### config.mk
export PLATFORM = sky130hd
export DESIGN_NAME = timer_entry_controller
export DESIGN_NICKNAME = d
export VERILOG_FILES = /design/src/rtl/timer_ctrl_pkg.sv /design/src/rtl/non_recycling_counter.sv /design/src/rtl/timer_entry_controller.sv
export SDC_FILE = /design/constraint.sdc
export NUM_CORES = 1
export LEC_CHECK = 0
export ABC_AREA = 1
export CAP_MARGIN = 10
export CORE_ASPECT_RATIO = 1.1
export CORE_MARGIN = 5
export CORE_UTILIZATION = 30
export CTS_CLUSTER_DIAMETER = 80
export CTS_CLUSTER_SIZE = 28
export DETAILED_ROUTE_END_ITERATION = 12
export PLACE_DENSITY = 0.52
export SLEW_MARGIN = 20
export SYNTH_ARGS = -nofsm -noshare
export SYNTH_HDL_FRONTEND = slang
export SYNTH_SLANG_ARGS = --single-unit
### constraint.sdc
create_clock -name clock -period 1.54 [get_ports clock]
set_input_delay 0.231 -clock clock [delete_from_list [all_inputs] [get_ports clock]]
set_output_delay 0.231 -clock clock [all_outputs]
set_load 0.03 [all_outputs]
### src/rtl/timer_ctrl_pkg.sv
`default_nettype none
// ============================================================================
// Module : timer_ctrl_pkg
// Brief  : Shared constants and FSM state encoding for the keypad entry path.
// Rev    : 1.0  initial release
// ============================================================================
package timer_ctrl_pkg;

  localparam int unsigned C_NUM_DIGITS   = 4;
  localparam logic [3:0]  C_KEY_START    = 4'hA;
  localparam logic [3:0]  C_KEY_CANCEL   = 4'hB;
  localparam logic [3:0]  C_SEC_TENS_MAX = 4'd5;
  localparam logic [3:0]  C_LAST_DIGIT   = 4'd9;

  // Hold counter saturates here; four stable cycles accept a key.
  localparam int unsigned C_HOLD_WIDTH = 3;
  localparam int unsigned C_HOLD_MAX   = 4;

  typedef logic [1:0] state_t;
  localparam state_t ST_IDLE         = 2'd0;
  localparam state_t ST_DEBOUNCE     = 2'd1;
  localparam state_t ST_WAIT_RELEASE = 2'd2;

endpackage
`default_nettype wire

### src/rtl/non_recycling_counter.sv
`default_nettype none
// ============================================================================
// Module : non_recycling_counter
// Brief  : Saturating up-counter; done stays high once MAX is reached until clear.
// Rev    : 1.0  initial release
// ============================================================================
module non_recycling_counter #(
  parameter int unsigned WIDTH = 3,
  parameter int unsigned MAX   = 4
) (
  input  logic clock,
  input  logic clear,
  output logic done
);

  logic [WIDTH-1:0] r_count;
  logic             w_at_max;

  assign w_at_max = (r_count == WIDTH'(MAX));
  assign done     = w_at_max;

  always_ff @(posedge clock) begin
    if (clear) begin
      r_count <= '0;
    end else if (!w_at_max) begin
      r_count <= r_count + 1'b1;
    end
  end

endmodule
`default_nettype wire

### src/rtl/timer_entry_controller.sv
`default_nettype none
// ============================================================================
// Module : timer_entry_controller
// Brief  : Debounces keypad presses and builds a BCD mm:ss entry for the timer.
// Rev    : 1.0  initial release
// ============================================================================
module timer_entry_controller
  import timer_ctrl_pkg::*;
#(
  parameter int unsigned NUM_DIGITS = C_NUM_DIGITS,
  parameter logic [3:0]  KEY_START  = C_KEY_START,
  parameter logic [3:0]  KEY_CANCEL = C_KEY_CANCEL
) (
  input  logic                              clock,
  input  logic                              clear,
  input  logic                              key_valid,
  input  logic [3:0]                        key_code,
  output logic [4*NUM_DIGITS-1:0]           entry_bcd,
  output logic [$clog2(NUM_DIGITS+1)-1:0]   entry_count,
  output logic                              digit_loaded,
  output logic                              load_timer,
  output logic [4*NUM_DIGITS-1:0]           timer_value,
  output logic                              entry_error
);

  localparam int unsigned ENTRY_W = 4 * NUM_DIGITS;
  localparam int unsigned COUNT_W = $clog2(NUM_DIGITS + 1);

  state_t               r_state;
  state_t               w_state_next;
  logic [3:0]           r_key;
  logic                 r_hold_clr;
  logic                 w_hold_clear;
  logic                 w_hold_done;
  logic [ENTRY_W-1:0]   r_entry_bcd;
  logic [COUNT_W-1:0]   r_entry_count;
  logic [ENTRY_W-1:0]   r_timer_value;
  logic                 r_digit_loaded;
  logic                 r_load_timer;
  logic                 r_entry_error;

  logic w_key_stable;
  logic w_fire;
  logic w_is_digit;
  logic w_full;
  logic w_do_digit;
  logic w_digit_err;
  logic w_start;
  logic w_start_err;
  logic w_do_load;
  logic w_do_clear;

  assign w_hold_clear = clear | r_hold_clr;

  non_recycling_counter #(
    .WIDTH (C_HOLD_WIDTH),
    .MAX   (C_HOLD_MAX)
  ) u_hold (
    .clock (clock),
    .clear (w_hold_clear),
    .done  (w_hold_done)
  );

  // State register
  always_ff @(posedge clock) begin
    if (clear) begin
      r_state <= ST_IDLE;
    end else begin
      r_state <= w_state_next;
    end
  end

  // Next-state logic
  always_comb begin
    w_state_next = r_state;
    case (r_state)
      ST_IDLE: begin
        if (key_valid) w_state_next = ST_DEBOUNCE;
      end
      ST_DEBOUNCE: begin
        if (!w_key_stable)    w_state_next = ST_IDLE;
        else if (w_hold_done) w_state_next = ST_WAIT_RELEASE;
      end
      ST_WAIT_RELEASE: begin
        if (!key_valid) w_state_next = ST_IDLE;
      end
      default: w_state_next = ST_IDLE;
    endcase
  end

  // Action decode: at most one of the pulse sources is active per press
  always_comb begin
    w_key_stable = key_valid && (key_code == r_key);
    w_fire       = (r_state == ST_DEBOUNCE) && w_key_stable && w_hold_done;
    w_is_digit   = (r_key <= C_LAST_DIGIT);
    w_full       = (r_entry_count == COUNT_W'(NUM_DIGITS));
    w_do_digit   = w_fire && w_is_digit && !w_full;
    w_digit_err  = w_fire && w_is_digit && w_full;
    w_start      = w_fire && (r_key == KEY_START);
    w_start_err  = w_start && ((r_entry_count == '0) || (r_entry_bcd[7:4] > C_SEC_TENS_MAX));
    w_do_load    = w_start && !w_start_err;
    w_do_clear   = (w_fire && (r_key == KEY_CANCEL)) || w_do_load;
  end

  // Key latch and hold-counter release control
  always_ff @(posedge clock) begin
    if (clear) begin
      r_key      <= '0;
      r_hold_clr <= 1'b1;
    end else begin
      if ((r_state == ST_IDLE) && key_valid) begin
        r_key      <= key_code;
        r_hold_clr <= 1'b0;
      end else if ((r_state == ST_DEBOUNCE) && (!w_key_stable || w_hold_done)) begin
        r_hold_clr <= 1'b1;
      end
    end
  end

  // Entry datapath and registered pulses
  always_ff @(posedge clock) begin
    if (clear) begin
      r_entry_bcd    <= '0;
      r_entry_count  <= '0;
      r_timer_value  <= '0;
      r_digit_loaded <= 1'b0;
      r_load_timer   <= 1'b0;
      r_entry_error  <= 1'b0;
    end else begin
      r_digit_loaded <= w_do_digit;
      r_load_timer   <= w_do_load;
      r_entry_error  <= w_digit_err || w_start_err;
      if (w_do_load) begin
        r_timer_value <= r_entry_bcd;
      end
      if (w_do_clear) begin
        r_entry_bcd   <= '0;
        r_entry_count <= '0;
      end else if (w_do_digit) begin
        r_entry_bcd   <= {r_entry_bcd[ENTRY_W-5:0], r_key};
        r_entry_count <= r_entry_count + 1'b1;
      end
    end
  end

  assign entry_bcd    = r_entry_bcd;
  assign entry_count  = r_entry_count;
  assign timer_value  = r_timer_value;
  assign digit_loaded = r_digit_loaded;
  assign load_timer   = r_load_timer;
  assign entry_error  = r_entry_error;

endmodule
`default_nettype wire

; ---- Yosys cells after proc, flatten, opt, wreduce, memory -nomap -nowiden
; Cells that the tools add are included.
[word_totals]
out_inout_bits = 38
register_bits = 48
word_cells = 56
[op_classes]
bitwise = 1
n_reduce_logical = 24
eq_ne = 10
n_addsub = 2
magnitude_cmp = 2
muxes = 7
[ops]
columns = operator, n
row1 = logical AND 1 bit, 12
row2 = equality test 4 bit (second input constant), 2
row3 = two-way mux 2 bit, 4
row4 = adder 3 x 1 -> 3 bit (second input constant), 2
row5 = equality test 3 bit (second input constant), 2
row6 = one-hot mux 2 bit (3 select lines), 1
row7 = equality test 4 bit, 1
row8 = > comparator 4 x 3 -> 1 bit (second input constant), 1
row9 = <= comparator 4 bit (second input constant), 1
row10 = logical OR 1 bit, 4
row11 = != test 2 bit (second input constant), 2
row12 = logical NOT 1 bit, 3
row13 = logical NOT 3 bit, 1
row14 = != test 3 bit (second input constant), 1
row15 = AND reduction 3 bit, 1
row16 = equality test 2 x 1 -> 1 bit (second input constant), 1
row17 = equality test 2 bit (second input constant), 1
row18 = logical NOT 2 bit, 1
row19 = two-way mux 1 bit, 2
row20 = nonzero test 2 bit, 1
row21 = OR reduction 2 bit, 1
row22 = bitwise OR 1 bit, 1

; ---- Logic depth before layout (Yosys ltp)
[depth]
word_depth = 10
ltp_mapped = 11

; ---- By module
; A second synthesis with hierarchy kept.
[unflattened]
hier_cells = 256
area_unflattened_um2 = 1985.7
[modules_own_cells]
columns = module, seq_area_each_um2, area_per_inst_um2, cells_each, n_inst
row1 = timer_entry_controller, 900.9, 1825.5, 233, 1
row2 = non_recycling_counter, 60.1, 160.2, 23, 1

; ---- Worst setup path before layout
; OpenSTA, ideal clock, no wires.
[synth_path]
kind = register -> register
startpoint = reg r_entry_count[0], in the netlist entry_count[0]
endpoint = reg r_entry_bcd[9], in the netlist entry_bcd[9]
required_ps = 1423
stages_incl_launch_ff = 10
period_less_slack_ps = 1870
path_slack_ps = -330
n_path_buf = 1
t_arrival_ps = 1753
path_cell_list = dfxtp_1 -> inv_1 -> ha_1 -> inv_1 -> nor2_1 -> nor3b_2 -> nand4_4 -> nand3_2 -> buf_4 -> a21oi_1
[synth_via]
elab_chain_len = 7
elab_cells_between_ends = 10
cone_classes = eq/ne (1) / reduce/logical (9)
[synth_rtl]
columns = item, line
row1 = from (decl), timer_entry_controller.sv:36  ; logic [COUNT_W-1:0] r_entry_count;
row2 = from (signal assigned), timer_entry_controller.sv:141  ; r_entry_count <= r_entry_count + 1'b1;
row3 = logical NOT 3 bit, timer_entry_controller.sv:100  ; w_start_err = w_start && ((r_entry_count == '0) || (r_entry_bcd[7:4] > C_SEC_TENS_MAX));
row4 = logical OR 1 bit, timer_entry_controller.sv:100
row5 = logical AND 1 bit, timer_entry_controller.sv:100
row6 = logical NOT 1 bit, timer_entry_controller.sv:101  ; w_do_load = w_start && !w_start_err;
row7 = logical AND 1 bit, timer_entry_controller.sv:101
row8 = logical OR 1 bit, timer_entry_controller.sv:102  ; w_do_clear = (w_fire && (r_key == KEY_CANCEL)) || w_do_load;
row9 = OR reduction 2 bit (no source line), n/a
row10 = to (signal assigned), timer_entry_controller.sv:140  ; r_entry_bcd <= {r_entry_bcd[ENTRY_W-5:0], r_key};
row11 = to (decl), timer_entry_controller.sv:35  ; logic [ENTRY_W-1:0] r_entry_bcd;
; Parallel ways exist; a longest one is shown, timed or not.
; A chain may end at the register's enable or synchronous reset.

; ---- Worst setup path in the final report
[layout_path]
startpoint = reg r_entry_count[0], in the netlist entry_count[0]
endpoint = reg r_entry_bcd[3], in the netlist entry_bcd[3]
; The elaborated chain is that of the path after synthesis.

==> summary.md <==
| Metric | Value |
|---|---|
| Yosys Warn Count | 0 |
| Initial drt markers | 49 |
| Top cell type's share of synthesized area | 48.3% |
| Max Transition Viols Final | 0 |
| Via density | between 4 and 5 |
| Largest net degree at the start of global routing | 17 |
| Depth of the worst register-to-register path | 10 |
| Headroom to the max-slew limit | about three quarters |
| Routed WL | around 5.7 mm |
| Number of global-route vias before repair | between 1.5k and 2k |
| Drt drc | 0 |
| Post-Syn Area per Cell | approximately 8 um2 |
| Global Route Usage Sum | between 10 and 15% |
| Synthesized area | 0.00199 mm2 |
| Hold depth | 3 |
| CP Launch Type | flop |
| Share of cells above drive strength 1 | 41.5% |
| TritonCTS clock tree | yes |
| Die Ht | between 90 and 100 um |
| Diode count | 0 |
| Cell count after synthesis | around 250 |
| Cts bufs inserted | 5 |
| Remaining global-route overflow | 0 |
| Final WS setup | -0.0545 ns |
| Initial antenna violation count | 0 |
| Post-DP HPWL | 3.91 mm |
| Worst setup EP type | flop |
| Ports | 45 |
| DRT Pass-1 Iters | 4 |
| Fraction of registers with async set/reset | 0% |
| Hold Crit Class | in -> reg |
| Final Util | about half |
| CP required | roughly 1.7 ns |
| Clock Pin Slew Worst Setup and Hold Paths | ~0.09 ns |
| Worst hold start | key_code[3] |
| Largest area contributor in the netlist | dfxtp_1 |
| Final net count | 350 |
| Core footprint | between 0.006 and 0.007 mm2 |
| First-pass GRT wire length | 9.12 mm |
| GPL Wtd Cong | 0.861 |
| Sink Count | 48 |
| Maximum fanout along the worst path | 10 |
| Xor and xnor area share after synthesis | less than 1% |
| Failing checks | negative setup slack |
| Post-DRT Antenna Nets | 0 |
| FF-to-FF Start | entry_count[0]$_SDFFE_PP0P_ |
| Commonest cells in the synthesized netlist | 67 x nand2_1, 48 x dfxtp_1, 29 x a21oi_1, 20 x nand4_1, 19 x nand3_1 |
| Total number of vias | around 2k |
| RSZ-0062 raised after global routing | yes |
| Tcrit/Tclk final | 104% |
| Die X | 87.6 um |
| EDFF count, synth | 0 |
| Pwr/cell area | around 730 mW/mm2 |
| Combinational family with the most area after synthesis | simple AND/OR/NAND/NOR gates |
| Fill cells | between 600 and 700 |
| Max_cap viols | 0 |
| Initial Util | a little under a third |
| Reg2reg end | entry_bcd[3]$_SDFFE_PP0P_ |
| Netlist cell types | 28 |
| Power after layout | between 2 and 2.5 mW |
| Die footprint | ~0.0084 mm2 |
| Worst skew pair latency | 0.30 ns |
| Max Freq | about 630 MHz |
| Post-Syn Nets | ~260 |
| Worst setup endpoint | entry_bcd[3]$_SDFFE_PP0P_ |
| Number of synthesized register bits | 48 |
| Max H-tree Level | 2 |
| Most common cell in the netlist | nand2_1 |
| Synth Area in Adders | about 2.5% |
| Mux cell area share after synthesis | 0% |
| Sequential share of the synthesized area | around half |
| FP Rows | 31 |
| Final Hold Viols | 0 |
| LEAKAGE | roughly 1.6 nW |
| Post-synthesis simple-gate area fraction | approximately 31% |
| Measured slew at the worst slew-check pin | between 0.3 and 0.4 ns |
| Number of port buffers | 44 |
| WL/cell | around 13 um |
| Worst reg-to-reg setup slack | -0.05 ns |
| Max IR drop VDD | slightly above 0.4 mV |
| Status | finished with violations |
| CTS Root Cell | clkbuf_8 |
| Post-route minimum period | around 1.6 ns |
| Worst EP arrival | around 1.8 ns |
| Final setup violation count | 34 |
| Area contributors post-synth | dfxtp_1 48%, nand2_1 13%, a21oi_1 7.3%, nand4_1 6.3%, nand3_1 4.8% |
| Synth-to-Final Area Change | 65.6% |
| Synth Flop Type | dfxtp_1 |
| Clk_skew | between 0.005 and 0.006 ns |
| CP Class | reg -> reg |
| Synth Area in Compound Gates | 9.75% |
| CP Launch Point | entry_count[0]$_SDFFE_PP0P_ |
| Clock Path Buffers | 2 |
-- worst max-delay path, stage by stage (launching register included) --
cell,delay (ns)
dfxtp_4,0.37
inv_4,0.04
ha_4,0.15
inv_2,0.04
nor2_2,0.03
nor3b_4,0.25
nand4_4,0.15
buf_6,0.17
nand3_4,0.09
buf_12,0.15
a21oi_1,0.05
-- final cells by class --
cell class,instances,area (um2),area share [%]
tap,82,103,3.12
timing repair buffer,93,875,26.6
multi-input combinational,170,1140,34.6
sequential,48,975,29.6
clock buffer,6,82.6,2.51
clock inverter,2,38.8,1.18
inverter,21,81.3,2.47
-- report_power, final --
| group | leakage [nW] | internal (mW) | switching [mW] |
|---|---|---|---|
| clock | 0.0614 | 0.531 | 0.428 |
| sequential | 0.392 | 1.25 | 0.0103 |
| combinational | 1.10 | 0.0886 | 0.110 |
-- kinds of logic after synthesis --
kind of cell               count (synthesis)
AOI/OAI and AO/OA                         38
DFF                                       48
buffers and inverters                     35
and+or+nand+nor                          126
adders and majority gates                  4
xor gates and xnor gates                   2
-- through the flow --
step / worst slack, ns / std cells / hold WS, ns / TNS, ns / instance area, um2
floorplan: -0.0966 / 253 / 0.379 / -1.49 / 2070
global placement: -0.390 / 404 / 0.450 / -13.73 / 2830
detailed placement: -0.414 / 404 / 0.454 / -14.77 / 2830
CTS: -0.0385 / 418 / 0.341 / -0.655 / 3020
global route: -0.148 / 422 / 0.334 / -3.60 / 3290
finish: -0.0545 / 422 / 0.318 / -0.605 / 3290
-- per-layer routing --
metal | GRT usage, % | wire length [um] | share of wire, % | vias up
met1 | 16.8 | 2420 | 43 | 950
met3 | 2.25 | 217 | 3.8 | 4
li1 | - | - | - | 1021
met2 | 24.9 | 2980 | 53 | 38
met4 | 4.99 | 39 | 0.69 | 0
met5 | 0 | 0 | 0 | -
-- repair_timing --
item,4_1_cts,5_1_grt
pin swaps,2,10
resized for setup,47,71
buffers inserted,5,2
hold buffers,0,0
setup endpoints to repair,72,40
gates cloned,1,2
-- cell usage in the layout, fill, tap and decap left out, types with 3 or more instances in the layout --
cell / synthesis / final
a21oi_1: 29 / 10
a21oi_2: 0 / 19
buf_12: 0 / 3
buf_4: 3 / 37
buf_6: 1 / 6
clkbuf_8: 0 / 6
clkdlybuf4s50_1: 0 / 3
dfxtp_1: 48 / 41
dfxtp_2: 0 / 5
dlygate4sd2_1: 0 / 37
dlymetal6s2s_1: 0 / 4
ha_1: 4 / 3
inv_1: 17 / 11
inv_2: 4 / 9
nand2_1: 67 / 45
nand2_2: 0 / 20
nand3_1: 19 / 6
nand3_2: 1 / 12
nand4_1: 20 / 20
nor2_1: 8 / 5
nor2_4: 2 / 5
o21ai_0: 7 / 6
-- worst min-delay path by stage --
stage	to	slack, ns
after floorplan	r_key[0]$_SDFFE_PP0P_	0.38
after CTS	r_key[0]$_SDFFE_PP0P_	0.34
after detailed placement	timer_value[13]$_SDFFE_PP0P_	0.45
after global placement	timer_value[6]$_SDFFE_PP0P_	0.45
final	r_key[3]$_SDFFE_PP0P_	0.32
after global routing	r_key[3]$_SDFFE_PP0P_	0.33
-- flip-flops by register name, summed over array words and instances (netlist names) --
register	cells
entry_bcd	16
timer_value	16
r_key	4
entry_count	3
u_hold.r_count	3
r_state	2
digit_loaded	1
entry_error	1
load_timer	1
r_hold_clr	1
Note: power is estimated with default switching activity, not from simulation.
